**src/rtl/pll_lock_sequencer.sv**
```systemverilog
// PLL lock sequencer: pulses the PLL reset, synchronizes and qualifies lock,
// then releases the system reset; re-runs the sequence on lock loss.
module pll_lock_sequencer #(
  parameter int RST_CYCLES    = 16,
  parameter int LOCK_TIMEOUT  = 65536,
  parameter int STABLE_CYCLES = 1024,
  parameter int CNT_W         = 8
) (
  input  logic             clk,
  input  logic             rst_n,
  input  logic             pll_locked,
  input  logic             clear_counts,
  output logic             pll_rst,
  output logic             sys_rst_n,
  output logic             ready,
  output logic [1:0]       state,
  output logic [CNT_W-1:0] loss_count,
  output logic [CNT_W-1:0] retry_count
);

  localparam int MAX_A = (RST_CYCLES > LOCK_TIMEOUT) ? RST_CYCLES : LOCK_TIMEOUT;
  localparam int MAX_C = (MAX_A > STABLE_CYCLES) ? MAX_A : STABLE_CYCLES;
  localparam int TW    = (MAX_C > 1) ? $clog2(MAX_C) : 1;

  localparam logic [TW-1:0] RST_LD = TW'(RST_CYCLES - 1);
  localparam logic [TW-1:0] TMO_LD = TW'(LOCK_TIMEOUT - 1);
  localparam logic [TW-1:0] STB_LD = TW'(STABLE_CYCLES - 1);

  typedef enum logic [1:0] {
    RESET_PLL = 2'd0,
    WAIT_LOCK = 2'd1,
    STABLE    = 2'd2,
    RUN       = 2'd3
  } st_t;

  st_t             st, st_nxt;
  logic [TW-1:0]   cnt, cnt_nxt;
  logic            sync1, lk;
  logic            loss_inc, retry_inc;

  // Two-flop synchronizer; only lk is seen by the sequencer.
  always_ff @(posedge clk or negedge rst_n) begin
    if (!rst_n) begin
      sync1 <= 1'b0;
      lk    <= 1'b0;
    end else begin
      sync1 <= pll_locked;
      lk    <= sync1;
    end
  end

  // Shared down-counter: reloaded on every state entry, transition fires at zero.
  always_comb begin
    st_nxt    = st;
    cnt_nxt   = (cnt == '0) ? cnt : cnt - 1'b1;
    loss_inc  = 1'b0;
    retry_inc = 1'b0;
    case (st)
      RESET_PLL: begin
        if (cnt == '0) begin
          st_nxt  = WAIT_LOCK;
          cnt_nxt = TMO_LD;
        end
      end
      WAIT_LOCK: begin
        if (lk) begin
          st_nxt  = STABLE;
          cnt_nxt = STB_LD;
        end else if (cnt == '0) begin
          st_nxt    = RESET_PLL;
          cnt_nxt   = RST_LD;
          retry_inc = 1'b1;
        end
      end
      STABLE: begin
        if (!lk) begin
          st_nxt  = WAIT_LOCK;
          cnt_nxt = TMO_LD;
        end else if (cnt == '0) begin
          st_nxt = RUN;
        end
      end
      RUN: begin
        if (!lk) begin
          st_nxt   = RESET_PLL;
          cnt_nxt  = RST_LD;
          loss_inc = 1'b1;
        end
      end
      default: begin
        st_nxt  = RESET_PLL;
        cnt_nxt = RST_LD;
      end
    endcase
  end

  always_ff @(posedge clk or negedge rst_n) begin
    if (!rst_n) begin
      st        <= RESET_PLL;
      cnt       <= RST_LD;
      sys_rst_n <= 1'b0;
      ready     <= 1'b0;
    end else begin
      st        <= st_nxt;
      cnt       <= cnt_nxt;
      // Registered from next state so release and re-assert coincide with RUN entry/exit.
      sys_rst_n <= (st_nxt == RUN);
      ready     <= (st_nxt == RUN);
    end
  end

  // Saturating event counters; clear wins over a same-cycle increment.
  always_ff @(posedge clk or negedge rst_n) begin
    if (!rst_n) begin
      loss_count  <= '0;
      retry_count <= '0;
    end else if (clear_counts) begin
      loss_count  <= '0;
      retry_count <= '0;
    end else begin
      if (loss_inc && (loss_count != '1))
        loss_count <= loss_count + 1'b1;
      if (retry_inc && (retry_count != '1))
        retry_count <= retry_count + 1'b1;
    end
  end

  assign pll_rst = (st == RESET_PLL);
  assign state   = st;

endmodule
```
**config.mk**
```make
export PLATFORM = sky130hd
export DESIGN_NAME = pll_lock_sequencer
export DESIGN_NICKNAME = d
export VERILOG_FILES = /design/src/rtl/pll_lock_sequencer.sv
export SDC_FILE = /design/constraint.sdc
export NUM_CORES = 1
export LEC_CHECK = 0
export CORE_MARGIN = 3
export CORE_UTILIZATION = 50
export CTS_BUF_LIST = sky130_fd_sc_hd__clkbuf_8
export DETAILED_ROUTE_END_ITERATION = 7
export PLACE_DENSITY = 0.74
export SYNTH_ARGS = -nofsm -noshare
export SYNTH_HDL_FRONTEND = slang
export SYNTH_SLANG_ARGS = --single-unit
```
**constraint.sdc**
```tcl
create_clock -name clk -period 2.5 [get_ports clk]
set_clock_uncertainty 0.05 [all_clocks]
set_input_delay 0.5 -clock clk [delete_from_list [all_inputs] [get_ports clk]]
set_output_delay 0.5 -clock clk [all_outputs]
set_load 0.01 [all_outputs]
```
==> metrics.md, run 1 <==
| Metric | Value |
|---|---|
| Outcome | finished clean |
| Final setup viols | 0 |
| CP Data Required Time | 2.65 ns |
| Syn nets | 225 |
| Total GRT Usage | 20.2% |
| Critical path, cell by cell | nor4_2, nand2_2, buf_4, nor4_4, or3b_1, a21oi_1 |
| Root Driver | clkbuf_8 |
| Design area | 2550 µm² |
| Die area | 5080 µm² |
| CTS H-tree lvls | 2 |
| Core ar. | 4060 µm² |
| Placed cell area | 2430 µm² |
| Gr ovfl total | 0 |
| Cells after DPL | 290 |
| CP max-delay cell | dfrtp_1 |
| Area delta synth->final | 20.0% |
| Final count of hold timing violations | 0 |
| Synth area leader | dfrtp_1 |
| Vias in the first global route | 1681 |
| Avg Inst Size Synth | 9.81 µm² |
| WL per Instance | 15.5 µm |
| Place WS | 0.217 ns |
| Crit-path max cell delay | 0.46 ns |
| Fmax | 439 MHz |
| Vias per cell | 5.71 |
| Largest net degree at the start of global routing | 38 |
| LEAKAGE | 1.06 nW |
| 1st-pass router iterations | 4 |
| Die W | 71.2 µm |
| Ys Warns | 0 |
| FF+latch count, synth | 37 |
| Final Non-Filler Cells | 298 |
| Unique cell type count in the Yosys netlist | 55 |
| Top delay family on crit path | simple AND/OR/NAND/NOR gates |
| Post-synth EDFFs | 0 |
| Ports | 25 |
| Hold Buf Count CTS | 0 |
| Num CTS Buffers | 5 |
| CTS Buffer Depth | 2 |
| Yosys top cell area share | 38.8% |
| Min setup slack post-route | 0.220 ns |
| Final worst-path cycle share | 91.2% |
| N_diodes | 0 |
| Reg clk slew, reported paths | 0.07 ns |
| Placer Congestion | 0.918 |
| Overall power | 2.16 mW |
| Multi-input gate area | 1110 µm² |
| First-pass GRT wire length | 8190 µm |
| WP data arrival | 2.43 ns |
| Layout cells sized above 1 | 16.1% |
| Initial antenna violation count | 0 |
| Storage cell area | 931 µm² |
| Kind of critical path | flip-flop to flip-flop |
| CTS tree | yes |
| Nets | 255 |
| Worst setup EP type | flip-flop |
| Starting Density | 52.5% |
| Buf/Inv on CP | 1 |
| TritonCTS Sinks | 37 |
| Number of port buffers | 24 |
| Top cells by area, synth | dfrtp_1, dfstp_2, xnor2_1, nor2_1, o21ai_0 |
| RSZ-0062 raised after global routing | no |
| Total of max-cap violations | 0 |
| Post-layout min period | 2.28 ns |
| Clk_lat worst skew | 0.28 ns |
| Post-DP HPWL | 3330 µm |
| Setup TNS | 0 ns |
| Async S/R FF share, synth | 100% |
| Placement Rows | 23 |
| Final core utilization | 63.0% |
| Max-slew violation count | 0 |
| Routed WL | 4620 µm |
| Worst rel slew slack | 47.1% |
| Mapped cell area | 2130 µm² |
| Maximum vdd drop | 0.592 mV |
| Max FO, Critical Path | 9 |
| Ys flop type | dfrtp_1 |
| Cell Pwr Density | 847 nW/µm² |
| Hold slack final | 0.245 ns |
| Fill count | 336 |
| Die Y-Extent | 71.2 µm |
| Via count | 1702 |
| Slew of the pin with the lowest slew margin | 0.794 ns |
| Post-route ant nets | 0 |
| Drt drc | 0 |
| Tightest Hold Check Type | input pin to asynchronous set/reset pin |
| Gate Count Post-Synth | 217 |
| Startpoint Class | flip-flop |
| DR iter-0 viols | 147 |
| Seq/Total Area, Yosys | 43.7% |
cell usage after synthesis (4+ instances only):
library cell and n:
inv_1 9, ha_1 4, o21ai_0 16, dfstp_2 4, nand4_1 5, xnor2_1 11
or3_1 4, dfrtp_1 33, a21oi_1 13, xor2_1 5, a31oi_1 4, nand3_1 8
nor4_1 5, nor2_1 23, a21o_1 4, nand2_1 12
layer usage:
metal | wire, µm | share of wire [%] | track usage [%]
met5 | 0 | 0 | 0
met4 | 33 | 0.71 | 5.85
met3 | 117 | 2.5 | 5.05
met2 | 2130 | 46 | 30.1
met1 | 2340 | 51 | 29.4
power by group:
part | leakage (nW) | internal (mW) | switching (mW) | total [mW]
Combinational | 0.539 | 0.306 | 0.347 | 0.652
Sequential | 0.459 | 0.760 | 0.216 | 0.976
Clock | 0.0574 | 0.324 | 0.211 | 0.535
sequential cells by signal, indices dropped and copies added (netlist names):
signal / cells
sync1: 1
lk: 1
loss_count: 8
state: 2
retry_count: 8
ready: 1
cnt: 16
area by class of cell:
cell class	instances	share of cell area [%]
tap	50	2.45
multi-input combinational	162	43.5
sequential	37	36.4
timing repair buffer	32	11.6
clock buffer	6	3.23
clock inverter	2	1.47
inverter	9	1.32
layout by cell type (no fill, tap or decap), types with 2 or more instances in the layout:
master           Yosys  routed
a21boi_0             2       2
a21o_1               4       4
a21oi_1             13      13
a31oi_1              4       4
and3_1               3       3
and4_2               2       2
buf_4                1       8
clkbuf_8             0       6
clkdlybuf4s50_1      0      23
dfrtp_1             33      33
dfstp_2              4       4
ha_1                 4       4
inv_1                9       9
mux2i_1              3       3
nand2_1             12      12
nand3_1              8       8
nand4_1              5       5
nor2_1              23      23
nor2b_1              2       2
nor3_1               3       3
nor4_1               5       5
nor4_4               2       2
o21ai_0             16      16
o41ai_1              2       2
or3_1                4       4
or3_2                2       2
or4_1                2       2
xnor2_1             11      11
xor2_1               5       5
cell families (layout without fill, tap and decap cells):
| group | Yosys count | in the layout | share of synthesized area, % |
|---|---|---|---|
| buffers and inverters | 18 | 49 | 4.23 |
| AND/OR/NAND/NOR | 87 | 87 | 25.6 |
| adder cells (fa/ha/maj) | 4 | 4 | 2.35 |
| multiplexers | 4 | 4 | 1.94 |
| flip-flops | 37 | 37 | 43.7 |
| XOR/XNOR | 16 | 16 | 6.58 |
| AO/OA/AOI/OAI | 51 | 51 | 15.5 |
repair_timing:
item                       4_1_cts  5_1_grt
setup endpoints to repair        0        2
resized for setup                0        1
setup buffers                    0        0
worst reg2reg max path, cell delays in order, from the launching register on:
cell	delay [ns]
dfrtp_1	0.46
nor4_2	0.46
nand2_2	0.19
buf_4	0.21
nor4_4	0.31
or3b_1	0.38
a21oi_1	0.15
final timing paths:
check	startpoint	end	slack, ns	depth (start not counted)
max	cnt[11]	retry_count[5]	0.22	6
min	rst_n	state[0]	0.25	1
max reg2reg	cnt[11]	retry_count[5]	0.22	6
min reg2reg	sync1	lk	0.31	0
max in group asynchronous	rst_n	state[1]	1.65	1
min in group clk	sync1	lk	0.31	0
Power figures use the tool's default switching activity.
==> inputs of run 2 (changes only) <==
- ABC_AREA: default -> 1
- CORE_ASPECT_RATIO: default -> 0.6
- PLACE_DENSITY: 0.74 -> 0.73
==> run 2 against run 1 <==
Sequential share of layout area is 2.5 points lower. Worst hold slack better by 0.0018 ns. Die area is 11% higher. Critical endpoint is now cnt[7]. Non-clock buffer count decreased by 3. Sequential power decreased by 2.8%.
==> metrics.md, run 2 <==
| Metric | Value |
|---|---|
| Routed WL | 5760 µm (+25%) |
| Final count of hold timing violations | 0 (unchanged) |
| Layout cells sized above 1 | 9.02% (-7.1 points) |
| Num CTS Buffers | 5 (unchanged) |
| Die area | 5620 µm² (+11%) |
| DR iter-0 viols | 169 (+15%) |
| 1st-pass router iterations | 4 (unchanged) |
| Unique cell type count in the Yosys netlist | 35 (-36%) |
| Tightest Hold Check Type | input pin to asynchronous set/reset pin |
| Final core utilization | 63.4% (+0.43 points) |
| Vias in the first global route | 2038 (+21%) |
| Most frequent cells in the layout | nand2_1, nand3_1, inv_1, nor2_1, dfrtp_1 |
| Most instantiated cells after synthesis | nand2_1, nand3_1, nor2_1, inv_1, dfrtp_1 |
| CTS Buffer Depth | 2 (unchanged) |
| Placed cell area | 2660 µm² (+9.5%) |
| Fmax | 460 MHz (+4.8%) |
| Largest net degree at the start of global routing | 38 (unchanged) |
| Via count | 2250 (+32%) |
| Most numerous cell in the Yosys netlist | nand2_1 |
| Gate Count Post-Synth | 337 (+55%) |
| N_diodes | 0 (unchanged) |
| Reg with most FFs | cnt |
| Regs by FF count | cnt (16), loss_count (8), retry_count (8) |
| Post-CTS setup buffer count | 0 (unchanged) |
| Post-synth EDFFs | 0 (unchanged) |
| Post-DP HPWL | 4250 µm (+27%) |
| Design area | 2740 µm² (+7.3%) |
| Commonest non-fill, non-tap cell in the layout | nand2_1 |
| WP data arrival | 2.30 ns (-0.13 ns) |
| Synth area leader | dfrtp_1 |
| Vias per cell | 5.28 (-7.5%) |
| CTS H-tree lvls | 2 (unchanged) |
| Cell Pwr Density | 860 nW/µm² (+1.5%) |
| Max FFs per register | 16 (unchanged) |
| Mapped cell area | 2360 µm² (+11%) |
| Outcome | finished clean |
| Placer Congestion | 0.923 (+0.60%) |
| Ys Warns | 0 (unchanged) |
| Startpoint Class | flip-flop |
| Final worst-path cycle share | 87.0% (-4.2 points) |
| FF+latch count, synth | 37 (unchanged) |
| Async S/R FF share, synth | 100% (unchanged) |
| Reg clk slew, reported paths | 0.08 ns (about the same) |
| Syn nets | 345 (+53%) |
| CTS resizes | 0 (unchanged) |
| WL per Instance | 13.5 µm (-13%) |
| Hold slack final | 0.247 ns (+0.00183 ns) |
| CTS tree | yes |
| Die W | 94.8 µm (+33%) |
| Post-route ant nets | 0 (unchanged) |
| Max-slew violation count | 0 (unchanged) |
| Overall power | 2.36 mW (+8.9%) |
| Core ar. | 4320 µm² (+6.6%) |
| Root Driver | clkbuf_8 |
| Hold Buf Count CTS | 0 (unchanged) |
| Yosys top cell area share | 34.9% (-3.9 points) |
| Initial antenna violation count | 0 (unchanged) |
| Drt drc | 0 (unchanged) |
| Ys flop type | dfrtp_1 |
| Max FO, Critical Path | 26 (+17) |
| Total GRT Usage | 22.5% (+2.3 points) |
| Seq/Total Area, Yosys | 39.4% (-4.4 points) |
| Number of port buffers | 24 (unchanged) |
| Slew of the pin with the lowest slew margin | 0.839 ns (+0.0451 ns) |
| Gr ovfl total | 0 (unchanged) |
| Ports | 25 (unchanged) |
| Avg Inst Size Synth | 7.01 µm² (-28%) |
| Starting Density | 54.7% (+2.2 points) |
| Die Y-Extent | 59.3 µm (-17%) |
| Worst rel slew slack | 44.1% (-3.0 points) |
| LEAKAGE | 1.33 nW (+26%) |
| Area delta synth->final | 16.0% |
| Fill count | 406 (+21%) |
| Post-layout min period | 2.18 ns (-0.104 ns) |
| CP Data Required Time | 2.62 ns (-0.03 ns) |
| Top cells by area, synth | dfrtp_1, nand2_1, nand3_1, nor2_1, inv_1 |
| Placement Rows | 18 (-22%) |
| Clk_lat worst skew | 0.30 ns (+0.02 ns) |
| Setup TNS | 0 ns (unchanged) |
| Kind of critical path | flip-flop to flip-flop |
| TritonCTS Sinks | 37 (unchanged) |
| RSZ-0062 raised after global routing | no |
| Nets | 373 (+46%) |
| Total of max-cap violations | 0 (unchanged) |
| Final setup viols | 0 (unchanged) |
| First-pass GRT wire length | 9780 µm (+19%) |
| Worst setup EP type | flip-flop |
| Maximum vdd drop | 0.541 mV (-8.7%) |
## run 2: changes by cell type after synthesis, moves of 5 or more
cell and change:
a21oi_1 -5, inv_1 +28, nand2_1 +91, nand3_1 +38, nor2_1 +16, o21ai_0 -7
xnor2_1 -10
## run 2: cells by family (layout without fill, tap and decap cells)
logic type / count (synthesis) / after routing / synth area share [%]
xor gates and xnor gates: 8 / 8 / 2.96
adders and majority gates: 4 / 4 / 2.12
buffers and inverters: 47 / 76 / 8.36
DFF: 37 / 37 / 39.4
and+or+nand+nor: 211 / 211 / 39.2
AOI/OAI and AO/OA: 30 / 30 / 7.99
## run 2: critical path, stage by stage (launching register included)
cell and delay [ns]:
dfstp_2 0.55, inv_1 0.06, ha_1 0.23, nand2_1 0.12
nor2_1 0.06, nand2_2 0.35, buf_4 0.24, nand2_1 0.05
nand2_1 0.10, nand3_1 0.08, nand2_1 0.08, nand3_1 0.08
## run 2: area by class of cell
| type | count | area (µm²) | share of cell area (%) |
|---|---|---|---|
| multi-input cells | 253 | 1230 | 45.0 |
| flip-flops and latches | 37 | 931 | 34.0 |
| repair buffers | 29 | 273 | 9.95 |
| inverters | 39 | 146 | 5.34 |
| well taps | 60 | 75.1 | 2.74 |
| clock buffers | 5 | 68.8 | 2.51 |
| clock inverters | 3 | 12.5 | 0.456 |
## run 2: worst paths after layout
kind	startpoint	to	slack, ns	cells past startpoint
worst min-delay path	rst_n	cnt[4]	0.25	1
max in group asynchronous	rst_n	cnt[7]	1.61	1
min in group clk	sync1	lk	0.30	0
worst min register to register	sync1	lk	0.30	0
worst max-delay path	cnt[0]	cnt[7]	0.32	11
worst max register to register	cnt[0]	cnt[7]	0.32	11
## run 2: report_power, final
group          total [mW]  internal [mW]  switching, mW
Clock               0.412          0.188          0.224
Sequential          0.949          0.770          0.179
Combinational       0.996          0.382          0.614
Total                2.36           1.34           1.02
## run 2: per-stage QoR
stage | setup WS, ns | std cells
after global routing | 0.236 | 426
after floorplan | 0.809 | 337
after detailed placement | 0.362 | 418
final | 0.324 | 426
after CTS | 0.359 | 426
after global placement | 0.472 | 418
## run 2: metal layers
metal  wire length (µm)  global-route usage (%)  part of all wire (%)  vias up
met5                  0                       0                     0        -
met4                 65                    6.16                   1.1        0
met3                457                    4.44                   7.9        8
met2               2220                    30.1                    39       86
met1               3010                    36.3                    52     1018
li1                   -                       -                     -     1138
